$ cat src/rtl/bcd_display_scheduler.sv
// Shares one binary-to-BCD converter across hours/minutes/seconds, commits all
// six digits at once and scans them onto a multiplexed six-digit display.
module bcd_display_scheduler #(
    parameter int SCAN_DIV = 1000,
    parameter bit BLANK_LZ = 1'b1
) (
    input  logic       clk,
    input  logic       rst,
    input  logic [7:0] hours,
    input  logic [7:0] minutes,
    input  logic [7:0] seconds,
    input  logic       update,
    output logic [7:0] conv_value,
    input  logic [3:0] conv_hundreds,
    input  logic [3:0] conv_tens,
    input  logic [3:0] conv_ones,
    output logic       busy,
    output logic       overflow,
    output logic [5:0] digit_sel,
    output logic [3:0] digit_bcd
);

    localparam int CW = (SCAN_DIV > 1) ? $clog2(SCAN_DIV) : 1;
    localparam logic [CW-1:0] CNT_MAX = CW'(SCAN_DIV - 1);
    localparam logic [3:0] BLANK = 4'hF;

    typedef enum logic [1:0] {IDLE, CONV, COMMIT} state_t;

    state_t state, state_nxt;
    logic [1:0] fidx, fidx_nxt;
    logic start, capture, commit;
    logic pending;

    logic [7:0] snap_m, snap_s;
    logic [2:0][3:0] stg_tens, stg_ones;
    logic [2:0] stg_ovf;
    logic [5:0][3:0] disp, disp_nxt;

    logic [CW-1:0] scan_cnt;
    logic [2:0] scan_idx, scan_idx_nxt;
    logic scan_wrap;
    logic field_ovf;

    // Sequencer: one field per CONV cycle (0=H, 1=M, 2=S), then a single commit.
    always_comb begin
        state_nxt = state;
        fidx_nxt  = fidx;
        start     = 1'b0;
        capture   = 1'b0;
        commit    = 1'b0;
        case (state)
            IDLE: begin
                if (update || pending) begin
                    start     = 1'b1;
                    fidx_nxt  = 2'd0;
                    state_nxt = CONV;
                end
            end
            CONV: begin
                capture  = 1'b1;
                fidx_nxt = fidx + 2'd1;
                if (fidx == 2'd2) begin
                    fidx_nxt  = 2'd0;
                    state_nxt = COMMIT;
                end
            end
            COMMIT: begin
                commit    = 1'b1;
                state_nxt = IDLE;
            end
            default: state_nxt = IDLE;
        endcase
    end

    always_ff @(posedge clk or posedge rst) begin
        if (rst) begin
            state <= IDLE;
            fidx  <= 2'd0;
        end else begin
            state <= state_nxt;
            fidx  <= fidx_nxt;
        end
    end

    assign field_ovf = (conv_hundreds != 4'd0);

    always_ff @(posedge clk or posedge rst) begin
        if (rst) begin
            pending    <= 1'b0;
            busy       <= 1'b0;
            overflow   <= 1'b0;
            conv_value <= 8'd0;
            snap_m     <= 8'd0;
            snap_s     <= 8'd0;
            stg_tens   <= '0;
            stg_ones   <= '0;
            stg_ovf    <= '0;
            disp       <= '0;
        end else begin
            if (update && state != IDLE) begin
                pending <= 1'b1;
            end else if (start) begin
                pending <= 1'b0;
            end
            if (start) begin
                snap_m     <= minutes;
                snap_s     <= seconds;
                conv_value <= hours;
                busy       <= 1'b1;
            end
            if (capture) begin
                stg_tens[fidx] <= field_ovf ? BLANK : conv_tens;
                stg_ones[fidx] <= field_ovf ? BLANK : conv_ones;
                stg_ovf[fidx]  <= field_ovf;
                conv_value     <= (fidx == 2'd0) ? snap_m : snap_s;
            end
            if (commit) begin
                disp     <= disp_nxt;
                overflow <= |stg_ovf;
                busy     <= 1'b0;
            end
        end
    end

    // The scan reads the post-commit digits so a slot loaded on the commit edge is already fresh.
    always_comb begin
        disp_nxt = disp;
        if (commit) begin
            disp_nxt = {stg_tens[0], stg_ones[0], stg_tens[1], stg_ones[1],
                        stg_tens[2], stg_ones[2]};
        end
    end

    assign scan_wrap    = (scan_cnt == CNT_MAX);
    assign scan_idx_nxt = (scan_idx == 3'd5) ? 3'd0 : scan_idx + 3'd1;

    always_ff @(posedge clk or posedge rst) begin
        if (rst) begin
            scan_cnt  <= '0;
            scan_idx  <= 3'd0;
            digit_sel <= 6'b000001;
            digit_bcd <= 4'h0;
        end else begin
            scan_cnt <= scan_wrap ? '0 : scan_cnt + 1'b1;
            if (scan_wrap) begin
                scan_idx  <= scan_idx_nxt;
                digit_sel <= 6'b000001 << scan_idx_nxt;
                if (scan_idx_nxt == 3'd5 && BLANK_LZ && disp_nxt[5] == 4'd0) begin
                    digit_bcd <= BLANK;
                end else begin
                    digit_bcd <= disp_nxt[scan_idx_nxt];
                end
            end
        end
    end

endmodule

$ cat config.mk
export PLATFORM = sky130hd
export DESIGN_NAME = bcd_display_scheduler
export DESIGN_NICKNAME = d
export VERILOG_FILES = /design/src/rtl/bcd_display_scheduler.sv
export SDC_FILE = /design/constraint.sdc
export NUM_CORES = 1
export LEC_CHECK = 0
export BUFFER_PORTS_ARGS = -buffer_cell sky130_fd_sc_hd__buf_2
export CORE_MARGIN = 2
export CORE_UTILIZATION = 40
export DETAILED_ROUTE_END_ITERATION = 12
export GPL_TIMING_DRIVEN = 1
export SYNTH_ARGS = -nofsm -noshare
export SYNTH_HDL_FRONTEND = slang
export SYNTH_SLANG_ARGS = --single-unit
$ cat constraint.sdc
create_clock -name clk -period 5.93 [get_ports clk]
set_clock_uncertainty 0.2 [all_clocks]
set_input_delay 0.2965 -clock clk [delete_from_list [all_inputs] [get_ports clk]]
set_output_delay 0.2965 -clock clk [all_outputs]
set_load 0.005 [all_outputs]
* Word-level counts from Yosys, hierarchy flattened *
Index checks and enable logic that the tools add are counted.

storage, ports and cells
  register bits = 105
  latch bits = 0
  bits in writable memories = 0
  memory bits (read-only) = 0
  bits of input ports = 39
  output and inout port bits = 20
  word-level logic and storage cells = 88
  memories kept = 0

cells by class
  $add $sub $neg = 3
  $mul = 0
  divide/modulo/power cells = 0
  order comparisons = 3
  equal/unequal tests = 8
  shift-type cells = 1
  mux-type cells = 32
  bitwise logic cells = 0
  reduce and logical (&&, ||, !) cells = 16

operators by type and width
  kind                     number
  $bwmux W12               2
  $mux W24                 1
  $mux W8                  3
  $mux W4                  5
  $bmux W4 S3              1
  $add A10 B1 Y10 const B  1
  $eq A10 B10 Y1 const B   1
  $mux W10                 1
  $reduce_bool A2 Y1       5
  $mux W1                  9
  $demux W4 S2             1
  $mux W2                  4
  $pmux W2 S2              2
  $eq A3 B3 Y1 const B     2
  $shl A1 B3 Y6 const A    1
  $eq A2 B2 Y1 const B     2
  $logic_not A2 Y1         2
  $logic_not A4 Y1         1
  $lt A3 B4 Y1 const B     1
  $ne A2 B2 Y1 const B     2
  $reduce_and A2 Y1        2
  $reduce_bool A4 Y1       1
  $add A3 B1 Y3 const B    1
  $bwmux W3                1
  9 further kinds          11

* Longest topological paths before layout *
  depth in word-level cells = 6
  gate-level depth with buffers = 8
  mapped depth without buffers = 6

* Least setup slack after synthesis *
No wires, ideal clock.

  path kind = register to register
  from = register state[0]
  to = register digit_bcd[0]
  setup time = 0.136 ns
  data arrival time = 1.516 ns
  data required time = 5.594 ns
  path slack = 4.079 ns
  cell stages (with the launch flop) = 8
  buffers on the path = 2
  clock period less this slack = 1.851 ns
  cells stage by stage = dfrtp_1 nand2b_1 buf_6 buf_12 mux2i_1 o2111a_2 a2111oi_4 o22ai_1

between the ends
  word-level cells in the longest chain between the ends = 6
  elaborated cells on any way between the ends = 8

RTL lines
  element                                                                      RTL line  text
  from (decl)                                                                  29        state_t state, state_nxt;
  from (signal assigned)                                                       80        state <= state_nxt;
  $eq A2 B2 Y1 (*)                                                             51        case (state)
  $mux W1 (*)                                                                  51
  $mux W24 (*)                                                                 128       if (commit) begin
  $bmux W4 S3 / $logic_not A4 Y1 (equally long branches)                       151, 148
  $mux W4 (implied by the code) / $logic_and A1 B1 Y1 (equally long branches)  151, 148
  $mux W4 (*)                                                                  148       if (scan_idx_nxt == 3'd5 && BLANK_LZ && disp_nxt[5] == 4'd0) begin
  to (signal assigned)                                                         151       digit_bcd <= disp_nxt[scan_idx_nxt];
  to (decl)                                                                    20        output logic [3:0] digit_bcd

Mark *: on every way between the ends. The rest lies on a longest branch, timed or not. The select of a mux whose other input is x is not followed.
A chain may end at the register's enable or synchronous reset.

* Final worst setup path *
  from = register scan_cnt[0]
  to = register digit_bcd[2]

between the ends
  word-level cells in the longest chain between the ends = 1

RTL lines
  element                 RTL line  text
  from (decl)             39        logic [CW-1:0] scan_cnt;
  from (signal assigned)  144       scan_cnt <= scan_wrap ? '0 : scan_cnt + 1'b1;
  $eq A10 B10 Y1          134       assign scan_wrap = (scan_cnt == CNT_MAX);

No other way between the ends.

==> flow_metrics.py <==
metrics = {
    "synth": {
        "async_flop_share": 1.00,
        "ys_ff_latch": 105,
        "ys_seq_area_frac": 0.583,
        "synth_top_cell_area_share": 0.577,
        "syn_area_um2": 4510,
        "yosysWarnings": 0,
        "synth_edf_count": 0,
        "synth_top_flop_cell": "dfrtp_1",
        "synth_top_area_cell": "dfrtp_1",
        "postSynthAreaPerCell_um2": 10.1,
        "synth.top_cells.by_area": "dfrtp_1, nand2_1, nor2_1, mux2_2, a21oi_1",
        "synth_nets": 486,
        "synth.distinct_cells": 46,
        "synthCells": 446,
    },
    "drt": {
        "drtIter0Drc": 198,
        "routedWlPerCell_um": 14.7,
        "num_vias": 3314,
        "drt_first_pass_iters": 4,
        "drc": 0,
        "wirelength_mm": 9.66,
        "vias_per_cell": 5.04,
        "drtAntennaViolNets": 0,
    },
    "setup_path": {
        "cp.arrival_ns": 2.42,
        "worst-r2r-cell-count": 6,
        "worstPathRequired_ns": 5.99,
        "reg2reg_to": "digit_bcd[2]$_DFFE_PP0N_",
        "critical_path_class": "register to register",
        "rrSetupSlack_ns": 3.57,
        "crit_fanout": 15,
        "endpoint": "digit_bcd[2]$_DFFE_PP0N_",
        "worstReg2RegStart": "scan_cnt[0]$_DFF_PP0_",
        "startpoint": "scan_cnt[0]$_DFF_PP0_",
        "crit_path_start_kind": "register",
        "crit_path_end_kind": "register",
    },
    "timing": {
        "period_share": 0.397,
        "tightest_slew_ns": 1.11,
        "max_slew_margin": 0.259,
        "finalSetupTns_ns": 0,
        "setup_violations": 0,
        "clock.fmax_ghz": 0.424,
        "slew_viol_final": 0,
        "layout_setup_ws_ns": 3.57,
        "period_needed_ns": 2.36,
        "rsz0062_at_grt": "no",
        "hold_viol_final": 0,
    },
    "clock_network": {
        "cts-root-buf": "clkbuf_16",
        "cts_buffer_depth": 2,
        "cts_resized": 0,
        "tritoncts": "done",
        "clock_latency_ns": 0.34,
        "cts.reportedPaths.clkPinSlew_ns": 0.07,
        "cts_sinks": 105,
        "htree_num_levels": 3,
        "numCtsBuffers": 9,
    },
    "die": {
        "ioPinCount": 59,
        "die-area_um2": 12100,
        "die_y_um": 110,
        "initial_core_util": 0.412,
        "die_x_um": 110,
        "core_um2": 10900,
        "placement_rows": 38,
    },
    "cells_and_area": {
        "final_common_cell": "nand2_1",
        "antenna_cells": 0,
        "fillers": 1046,
        "area_growth_pct": 18.3,
        "final_cells": 658,
        "final_cell_mix": "nand2_1, dfrtp_1, nor2_1, buf_2, a21oi_1",
        "nNetsFinal": 554,
        "drive_above_1_share": 0.205,
    },
    "pwr": {
        "powerDensity_nw_per_um2": 413,
        "leakagePower_nw": 2.31,
        "ir_worst_vdd_uv": 190,
    },
    "placed_design": {
        "dp_hpwl_mm": 6.39,
        "port-buffer-count": 58,
        "pre_cts_slack_ns": 3.58,
        "post-place-cells": 626,
        "gp_congestion": 0.780,
    },
    "global_route": {
        "grt_pass1_vias": 3156,
        "grt_usage": 0.167,
        "grt_pass1_wl_mm": 15.5,
        "antenna_found_initial": 0,
        "grt_overflow_total": 0,
        "grt_max_degree": 55,
    },
    "outcome": {
        "outcome": "finished, final reports clean",
    },
    "hold_path": {
        "hold_class": "primary input to register",
    },
    "job": {
        "maxCapViolations": 0,
    },
}
==> logic make-up after synthesis <==
group                      count (synthesis)  share of synthesized area
and+or+nand+nor                          209                      0.199
DFF                                      105                      0.583
AOI/OAI and AO/OA                         71                      0.102
buffers and inverters                     31                     0.0366
muxes                                     22                     0.0630
xor gates and xnor gates                   7                     0.0136
adders and majority gates                  1                    0.00277
==> power by group <==
group / internal [mW] / switching [mW]
Clock: 0.293 / 0.258
Sequential: 0.916 / 0.106
Combinational: 0.259 / 0.370
==> synthesized netlist by cell type, types with 2 or more instances <==
cell type and n:
a31o_2 2, nand3_1 7, nand2b_1 4, and2_1 4
dfrtp_1 104, nor4_1 2, nand2_1 105, inv_1 7
xor2_1 4, mux2_2 15, o21ai_0 6, a211oi_1 8
clkbuf_1 13, nand3b_1 3, o31a_1 3, buf_6 2
buf_2 5, buf_1 2, a21oi_1 29, nor2_1 59
xnor2_1 3, nor3_1 8, mux4_1 2, nor2b_1 11
o22ai_1 6, a31oi_1 8, o41ai_1 2, mux2i_1 4
==> sequential cells by signal (all words and copies together), names as in the netlist, 3 cells and up <==
register	cells
stg_ovf	3
digit_bcd	4
stg_ones	12
snap_m	8
disp	24
snap_s	8
conv_value	8
scan_idx	3
digit_sel	6
scan_cnt	10
stg_tens	12
==> worst min-delay path by stage <==
stage	start	endpoint	depth (start not counted)
floorplan	minutes[0]	snap_m[0]$_DFFE_PP0P_	2
global placement	rst	conv_value[4]$_DFFE_PP0P_	2
global route	hours[3]	conv_value[3]$_DFFE_PP0P_	3
detailed placement	rst	conv_value[4]$_DFFE_PP0P_	2
CTS	hours[4]	conv_value[4]$_DFFE_PP0P_	3
finish	hours[1]	conv_value[1]$_DFFE_PP0P_	3
==> stage by stage <==
stage	cell area, um^2	hold slack (ns)	util	power [mW]
6_report	5330	0.0161	0.488	2.20
5_1_grt	5330	0.0162	0.488	2.35
4_1_cts	5330	0.00546	0.488	2.22
3_5_place_dp	4890	0.230	0.447	1.66
3_3_place_gp	4890	0.228	0.447	1.64
2_1_floorplan	4510	0.202	-	1.47
==> critical path, cell delays in order, from the launching register on <==
cell	delay, ns
dfrtp_1	0.37
ha_1	0.24
nand2_1	0.09
nor3_1	0.24
and3_1	0.60
nand3_1	0.30
o22ai_1	0.24
==> layer usage <==
layer	global-route usage	vias up	wire length, um
li1	-	1632	-
met1	0.246	1601	4930
met2	0.248	69	4290
met3	0.0306	12	324
met4	0.0598	0	121
met5	0	-	0
==> timing repair <==
action / CTS / global route
endpoints found under the hold margin: 67 / 0
hold buffers: 17 / 0
setup buffers: 0 / 0
==> area by class of cell <==
class | instances | area [um^2] | area share
sequential | 105 | 2630 | 0.493
multi-input combinational | 310 | 1720 | 0.323
timing repair buffer | 81 | 505 | 0.0948
clock buffer | 10 | 239 | 0.0448
tap | 140 | 175 | 0.0328
clock inverter | 5 | 31.3 | 0.00587
inverter | 7 | 28.8 | 0.00540
(Power assumes the default switching activity.)
